==> src/rtl/matrix_generator_lfsr_if.sv <==
// Bus between the hash-table controller and the H3 matrix generator.
// The controller (master) requests a matrix set; the generator (slave) publishes it.
interface matrix_generator_lfsr_if #(
   parameter int LFSR_WIDTH   = 32,
   parameter int MATRIX_WIDTH = 120
);
   logic                    regen_i;
   logic                    seed_we_i;
   logic [LFSR_WIDTH-1:0]   seed_i;
   logic                    busy_o;
   logic                    valid_o;
   logic                    done_o;
   logic [MATRIX_WIDTH-1:0] matrixes_o;

   modport master (
      output regen_i, seed_we_i, seed_i,
      input  busy_o, valid_o, done_o, matrixes_o
   );

   modport slave (
      input  regen_i, seed_we_i, seed_i,
      output busy_o, valid_o, done_o, matrixes_o
   );
endinterface

==> src/rtl/matrix_generator_lfsr.sv <==
// Runtime H3 matrix generator: a Galois LFSR fills a shadow bank one row per cycle,
// and the finished set is copied to the output in a single commit cycle.
module matrix_generator_lfsr #(
   parameter int                    NUMBER_OF_TABLES = 4,
   parameter int                    HASH_ADR_WIDTH   = 5,
   parameter int                    KEY_WIDTH        = 6,
   parameter int                    LFSR_WIDTH       = 32,
   parameter logic [LFSR_WIDTH-1:0] LFSR_TAPS        = 32'h80200003,
   parameter logic [LFSR_WIDTH-1:0] SEED             = 32'h00000001,
   parameter bit                    AUTO_INIT        = 1'b1
) (
   input logic                     clk,
   input logic                     reset,
   matrix_generator_lfsr_if.slave  bus
);

   localparam int ROWS  = NUMBER_OF_TABLES * HASH_ADR_WIDTH;
   localparam int MW    = ROWS * KEY_WIDTH;
   localparam int ROW_W = (ROWS > 1) ? $clog2(ROWS) : 1;
   localparam logic [LFSR_WIDTH-1:0] SEED_INIT = (SEED == '0) ? LFSR_WIDTH'(1) : SEED;
   localparam logic [ROW_W-1:0]      LAST_ROW  = ROW_W'(ROWS - 1);

   typedef enum logic [1:0] {IDLE, GEN, COMMIT} state_t;

   state_t                state;
   logic [LFSR_WIDTH-1:0] lfsr;
   logic [LFSR_WIDTH-1:0] lfsr_next;
   logic [KEY_WIDTH-1:0]  candidate;
   logic [ROW_W-1:0]      row_cnt;
   logic [MW-1:0]         shadow;
   logic [MW-1:0]         matrixes;
   logic                  busy;
   logic                  valid;
   logic                  done;

   // One full row of LFSR bits per cycle: KEY_WIDTH Galois steps unrolled.
   always_comb begin
      lfsr_next = lfsr;
      for (int n = 0; n < KEY_WIDTH; n++) begin
         lfsr_next = (lfsr_next >> 1) ^ (lfsr_next[0] ? LFSR_TAPS : '0);
      end
      candidate = lfsr_next[KEY_WIDTH-1:0];
   end

   always_ff @(posedge clk) begin
      if (reset) begin
         matrixes <= '0;
         shadow   <= '0;
         valid    <= 1'b0;
         done     <= 1'b0;
         row_cnt  <= '0;
         lfsr     <= SEED_INIT;
         state    <= AUTO_INIT ? GEN : IDLE;
         busy     <= AUTO_INIT;
      end else begin
         done <= 1'b0;
         case (state)
            IDLE: begin
               if (bus.seed_we_i) begin
                  lfsr <= (bus.seed_i == '0) ? LFSR_WIDTH'(1) : bus.seed_i;
               end
               if (bus.regen_i) begin
                  state   <= GEN;
                  busy    <= 1'b1;
                  row_cnt <= '0;
               end
            end
            // All-zero rows would make a hash bit constant, so they are skipped.
            GEN: begin
               lfsr <= lfsr_next;
               if (candidate != '0) begin
                  shadow[int'(row_cnt)*KEY_WIDTH +: KEY_WIDTH] <= candidate;
                  if (row_cnt == LAST_ROW) begin
                     state <= COMMIT;
                  end else begin
                     row_cnt <= row_cnt + 1'b1;
                  end
               end
            end
            COMMIT: begin
               matrixes <= shadow;
               valid    <= 1'b1;
               done     <= 1'b1;
               busy     <= 1'b0;
               state    <= IDLE;
            end
            default: begin
               state <= IDLE;
               busy  <= 1'b0;
            end
         endcase
      end
   end

   assign bus.busy_o     = busy;
   assign bus.valid_o    = valid;
   assign bus.done_o     = done;
   assign bus.matrixes_o = matrixes;

endmodule

==> src/flat_wrapper.sv <==
// flat-port wrapper written by rule: the top's interface ports become plain ports
module matrix_generator_lfsr_flat 
#(
   parameter int                    NUMBER_OF_TABLES = 4,
   parameter int                    HASH_ADR_WIDTH   = 5,
   parameter int                    KEY_WIDTH        = 6,
   parameter int                    LFSR_WIDTH       = 32,
   parameter logic [LFSR_WIDTH-1:0] LFSR_TAPS        = 32'h80200003,
   parameter logic [LFSR_WIDTH-1:0] SEED             = 32'h00000001,
   parameter bit                    AUTO_INIT        = 1'b1
)
  (clk, reset, bus_regen_i, bus_seed_we_i, bus_seed_i, bus_busy_o, bus_valid_o, bus_done_o, bus_matrixes_o);
  matrix_generator_lfsr_if #(.LFSR_WIDTH(LFSR_WIDTH), .MATRIX_WIDTH(120)) bus_i ();
  input logic clk;
  input logic reset;
  input wire logic [$bits(bus_i.regen_i)-1:0] bus_regen_i;
  input wire logic [$bits(bus_i.seed_we_i)-1:0] bus_seed_we_i;
  input wire logic [$bits(bus_i.seed_i)-1:0] bus_seed_i;
  output wire logic [$bits(bus_i.busy_o)-1:0] bus_busy_o;
  output wire logic [$bits(bus_i.valid_o)-1:0] bus_valid_o;
  output wire logic [$bits(bus_i.done_o)-1:0] bus_done_o;
  output wire logic [$bits(bus_i.matrixes_o)-1:0] bus_matrixes_o;
  assign bus_i.regen_i = bus_regen_i;
  assign bus_i.seed_we_i = bus_seed_we_i;
  assign bus_i.seed_i = bus_seed_i;
  assign bus_busy_o = bus_i.busy_o;
  assign bus_valid_o = bus_i.valid_o;
  assign bus_done_o = bus_i.done_o;
  assign bus_matrixes_o = bus_i.matrixes_o;
  matrix_generator_lfsr #(.NUMBER_OF_TABLES(NUMBER_OF_TABLES), .HASH_ADR_WIDTH(HASH_ADR_WIDTH), .KEY_WIDTH(KEY_WIDTH), .LFSR_WIDTH(LFSR_WIDTH), .LFSR_TAPS(LFSR_TAPS), .SEED(SEED), .AUTO_INIT(AUTO_INIT)) u_core (.clk(clk), .reset(reset), .bus(bus_i));
endmodule
==> config.mk <==
export PLATFORM = sky130hd
export DESIGN_NAME = matrix_generator_lfsr_flat
export DESIGN_NICKNAME = d
export VERILOG_FILES = /design/src/rtl/matrix_generator_lfsr_if.sv /design/src/rtl/matrix_generator_lfsr.sv /design/src/flat_wrapper.sv
export SDC_FILE = /design/constraint.sdc
export NUM_CORES = 1
export LEC_CHECK = 0
export ABC_AREA = 1
export CORE_AREA = 2 2 207 128
export DETAILED_ROUTE_END_ITERATION = 12
export DIE_AREA = 0 0 209 130
export HOLD_SLACK_MARGIN = 0.15
export PLACE_DENSITY_LB_ADDON = 0.08
export SLEW_MARGIN = 20
export SYNTH_ARGS = -nofsm -noshare
export SYNTH_HDL_FRONTEND = slang
export SYNTH_SLANG_ARGS = --single-unit
==> constraint.sdc <==
create_clock -name clk -period 3.09 [get_ports clk]
set_input_delay 0.4635 -clock clk [delete_from_list [all_inputs] [get_ports clk]]
set_output_delay 0.4635 -clock clk [all_outputs]
set_load 0.005 [all_outputs]
# After elaboration in Yosys (flattened, before gate mapping)
# Cells that the tools add are included.
[op_classes] bitwise_logic=7 addsub=2 n_reduce_logical=9 mul=1 n_eq_ne=8 n_mux=21 shifts=2
[ops] cell="$mux 32" count=8
[ops] cell="$xor 31x32->32" count=6
[ops] cell="$bwmux 120" count=1
[ops] cell="$shift 6x33->120 const A" count=1
[ops] cell="$shiftx 6x33->120" count=1
[ops] cell="$pmux 32 s2" count=1
[ops] cell="$neg 32->33" count=1
[ops] cell="$logic_not 32->1" count=1
[ops] cell="$mux 5" count=3
[ops] cell="$pmux 5 s2" count=1
[ops] cell="$mul 5x2->7 const B" count=1
[ops] cell="$mux 2" count=3
[ops] cell="$ne 2x2->1 const B" count=3
[ops] cell="$reduce_and 2->1" count=3
[ops] cell="$reduce_bool 6->1" count=1
[ops] cell="$add 5x1->5 const B" count=1
[ops] cell="$eq 5x5->1 const B" count=1
[ops] cell="$ne 2x1->1 const B" count=2
[ops] cell="$pmux 2 s2" count=1
[ops] cell="$reduce_and 4->1" count=1
[ops] cell="$reduce_and 3->1" count=1
[ops] cell="$eq 2x1->1 const B" count=1
[ops] cell="$eq 2x2->1 const B" count=1
[ops] cell="$logic_not 2->1" count=1
[ops] cell="other kinds (4)" count=5
[totals] inputBits=36 output_inout_bits=123 regBits=282 elab_cells=58

# Depth between registers and ports, before layout
[logic_depth] ltp_word=15 depth_mapped=25 depth_no_buf=23

# Least setup slack after synthesis
# No wires, ideal clock.
[synth_path] path_type="register to register" from="reg u_core.row_cnt[2]" to="reg u_core.shadow[100]" setup_slack_ns=0.034 required_ns=2.975 t_arrival_ns=2.941 setup_ns=0.115 path_buffers=2 path_stages_with_launch=22 synth_period_minus_slack_ns=3.056 cell_sequence="dfxtp_1 -> clkbuf_1 -> inv_1 -> ha_1 -> buf_4 -> nand2_1 -> nand2_1 -> inv_2 -> nand3_1 -> nand2_2 -> nor2_1 -> nand2_1 -> inv_1 -> ha_1 -> inv_1 -> nand3_2 -> nor3_1 -> nand2_1 -> o21ai_0 -> nand3_1 -> nand2_1 -> nor2_1"
[synth_between] elab_chain_len=4 word_cells_on_any_way=5 classes_between="add/sub (1); mul (1); shift (2); mux (1)"
[synth_rtl] element="from (decl)" line_no="matrix_generator_lfsr.sv:29" rtl="logic [ROW_W-1:0] row_cnt;"
[synth_rtl] element="from (signal assigned)" line_no="matrix_generator_lfsr.sv:76" rtl="row_cnt <= row_cnt + 1'b1;"
[synth_rtl] element="$mul 5x2->7 *" line_no="matrix_generator_lfsr.sv:72" rtl="shadow[int'(row_cnt)*KEY_WIDTH +: KEY_WIDTH] <= candidate;"
[synth_rtl] element="$neg 32->33 *" line_no="matrix_generator_lfsr.sv:72"
[synth_rtl] element="$shiftx 6x33->120 / $shift 6x33->120 (equally long branches)" line_no="matrix_generator_lfsr.sv:72"
[synth_rtl] element="$bwmux 120 *" line_no="matrix_generator_lfsr.sv:72"
[synth_rtl] element="to (signal, indexed assignment)" line_no="matrix_generator_lfsr.sv:72"
[synth_rtl] element="to (decl)" line_no="matrix_generator_lfsr.sv:30" rtl="logic [MW-1:0] shadow;"
# Mark *: on every way between the ends. The rest lies on a longest branch, timed or not.
# A chain may end at the register's enable or synchronous reset.

# Worst setup path in the final report
[layout_path] from="reg u_core.row_cnt[0]" to="reg u_core.shadow[72]"
# Same word-level chain as after synthesis.

==> metrics.txt <==
top-count cell post-synth=nor2_1; Post-CTS Setup Bufs=0; # diodes=0; DP HPWL=31.6 mm; Distinct cells, synth=46; synth cell count leaders=nor2_1, nand2_1, dfxtp_1, o21ai_0, a21oi_1; sequential share of power=27.6%; die height=130 um; Top Ports=159; Initial Utilization=48.5%; Setup TNS Final=0 ps; r2r setup slk=roughly 67 ps; antenna violations before repair=0; Worst Setup End Kind=flip-flop; Max Cap Violations=0; CTS tree=built; CP most frequent cell=nand2_1; CTS Buffer Depth=3; Tightest Pin Transition=about 1000 ps; vias post-DR=12600; Layout Skew=31.8 ps; post-synthesis sequential area ratio=45.5%; Mapped Cells=1783; CTS Buf Count=26; hold_buf cts=0; # rows=46; DR pass1 iterations=8; Clock Power Share=between 20% and 30%; vias in the first global route=between 10000 and 15000; Bufs and invs on worst path=2; syn avg cell area=roughly 7.0 um2; f_max=0.331 GHz; R2R depth=15; Sequential cell area=5650 um2; number of synthesized flops with an enable pin=0; CP arrival=3520 ps; Via density=about 5.4; register bit count reported by yosys=282; pin count of the biggest net entering global routing=124; port bufs=158; Comb power frac=about half; Setup violations, final=0; Worst Path Class, Setup=flip-flop to flip-flop; filler instances=2416; Worst VDD drop=0.555 mV; routability cong.=0.961; CP max-delay cell=fa_2; Psw=~7000 uW; top cells by area, synth=dfxtp_1, nor2_1, nand2_1, o21ai_0, a21oi_1; proportion of layout cells with a drive suffix above 1=14.0%; Iteration-0 DRC Markers=1288; Die X=209 um; root buf cell=clkbuf_16; Net Count, Synth=approximately 1800; status=finished clean; internal power=8740 uW; synthesized area=12400 um2; Ys Warns=0; clock sink total=282; sw frac=44.7%; Hold Path Stages=2; crit path max fanout=10; H-tree depth=1; Final Hold Vio Count=0; fin. max-slew vios=0; final net count=2039; r2r endpoint=u_core.shadow[72]; total grt overflow=0; crit path cell chain=ha_2 > fa_2 > xor2_1 > nor2_2 > nand3_2 > inv_2 > nand2_4 > buf_4 > nand2_1 > o21ai_0 > o21a_1 > nand3_1 > nand2_1 > nand2_1 > nor2_1; Critical Path Start=u_core.row_cnt[0]; Critical Path RT=around 3600 ps; max_slew headroom=32.3%; total core area=25600 um2; post-synth top area share=a little under half; instance count on the critical path=15; first-pass GRT wire length=65.2 mm; Worst-path clk slew=70 ps; Final min period=3020 ps; Synth async-reset ratio=0%; Most used DFF post-synth=dfxtp_1; Tightest Hold Check Type=flip-flop to flip-flop; drc violations=0; Total Routing Usage GR=a little under a third; RSZ-0062 raised after global routing=true; Final period util=97.8%; slowest stage delay, CP=450 ps; Cell Pwr Density=975 nW/um2; CP Launch Type=flip-flop; family with the most delay on the worst path=simple AND/OR/NAND/NOR gates; total power=15800 uW; DR WL/cell=18.4 um; Yosys top cell by area=dfxtp_1; detailed-route wire length=around 43 mm; synth-to-layout area growth=30.5%; P_leak=0.00699 uW; antenna violation net count after detailed routing=0; clk_lat worst skew=570 ps; Critical Path End=u_core.shadow[72]; footprint of the multi-input gates=6210 um2; R2R Path Start=u_core.row_cnt[0]; die area=between 20000 and 30000 um2
-- placed cells by master, fill, tap and decap left out, types with 34 or more instances in the layout --
master / netlist / routed
nor2_1: 423 / 400
inv_1: 100 / 95
nand2_1: 329 / 320
o21ai_0: 182 / 181
nor2_2: 23 / 34
dfxtp_1: 282 / 281
clkdlybuf4s50_1: 0 / 158
a21oi_1: 109 / 107
nand3_1: 74 / 71
buf_4: 6 / 105
-- cells by family after synthesis --
group           count (synthesis)  synth area share (%)
compound gates                353                  15.0
xor+xnor                        7                 0.645
fa+ha+maj                      10                  1.07
buf+inv                       208                  6.71
flops                         282                  45.5
simple gates                  923                  31.1
-- through the flow --
stage | setup slack [ps] | hold slack (ps) | cell area [um2] | std cells | utilization (%)
after CTS | -17.3 | 460 | 16000 | 2348 | 62.3
final | 67.3 | 460 | 16200 | 2348 | 63.3
after floorplan | 34.0 | 427 | 12400 | 1783 | -
after detailed placement | -49.3 | 450 | 15000 | 2301 | 58.5
after global placement | -71.3 | 440 | 15000 | 2301 | 58.5
after global routing | -53.6 | 471 | 16200 | 2348 | 63.3
-- worst min path at each step --
stage | from | end
final | u_core.bus.busy_o | u_core.bus.busy_o
after global routing | u_core.shadow[45] | u_core.bus.matrixes_o[45]
after CTS | u_core.shadow[60] | u_core.bus.matrixes_o[60]
after detailed placement | u_core.shadow[45] | u_core.bus.matrixes_o[45]
after global placement | u_core.shadow[60] | u_core.bus.matrixes_o[60]
after floorplan | u_core.shadow[17] | u_core.shadow[17]
-- timing repair --
| action | 4_1_cts | 5_1_grt |
|---|---|---|
| endpoints found under the setup margin | 10 | 118 |
| resized for setup | 6 | 62 |
| pin swaps | 0 | 6 |
-- worst register-to-register path, cell delays in order (launching register included) --
cell     delay [ps]
dfxtp_1         320
ha_2            210
fa_2            450
xor2_1          290
nor2_2           80
nand3_2         120
inv_2            60
nand2_4         140
buf_4           160
nand2_1          90
o21ai_0         240
o21a_1          410
nand3_1         180
nand2_1          90
nand2_1          50
nor2_1          110
-- layer usage --
layer	track usage, %	up-vias	share of wire, %
met1	50.1	5873	51
met5	0	-	0
met4	4.87	0	1.4
met2	39.2	518	36
met3	10.3	40	12
li1	-	6197	-
-- flip-flops by register name, indices dropped and copies added, names as in the netlist --
register               flops
u_core.bus.matrixes_o    120
u_core.shadow            120
u_core.lfsr               32
u_core.row_cnt             5
u_core.state               2
u_core.bus.busy_o          1
u_core.bus.done_o          1
u_core.bus.valid_o         1
-- power groups by stage --
stage | registers [uW] | clock network (uW) | logic [uW]
6_report | 4360 | 3590 | 7840
5_1_grt | 4400 | 3740 | 8440
4_1_cts | 4340 | 3610 | 7280
3_5_place_dp | 4420 | 0 | 7200
3_3_place_gp | 4420 | 0 | 7210
2_1_floorplan | 4320 | 0 | 4110
-- cell type report --
cell class              count  share of cell area (%)
clock buffers              34                    4.51
clock inverters            13                    1.31
inverters                 119                    2.79
well taps                 336                    2.59
repair buffers            271                    15.6
flip-flops and latches    282                    34.9
multi-input cells        1293                    38.3
No activity file was read; power rests on OpenSTA's default activity.
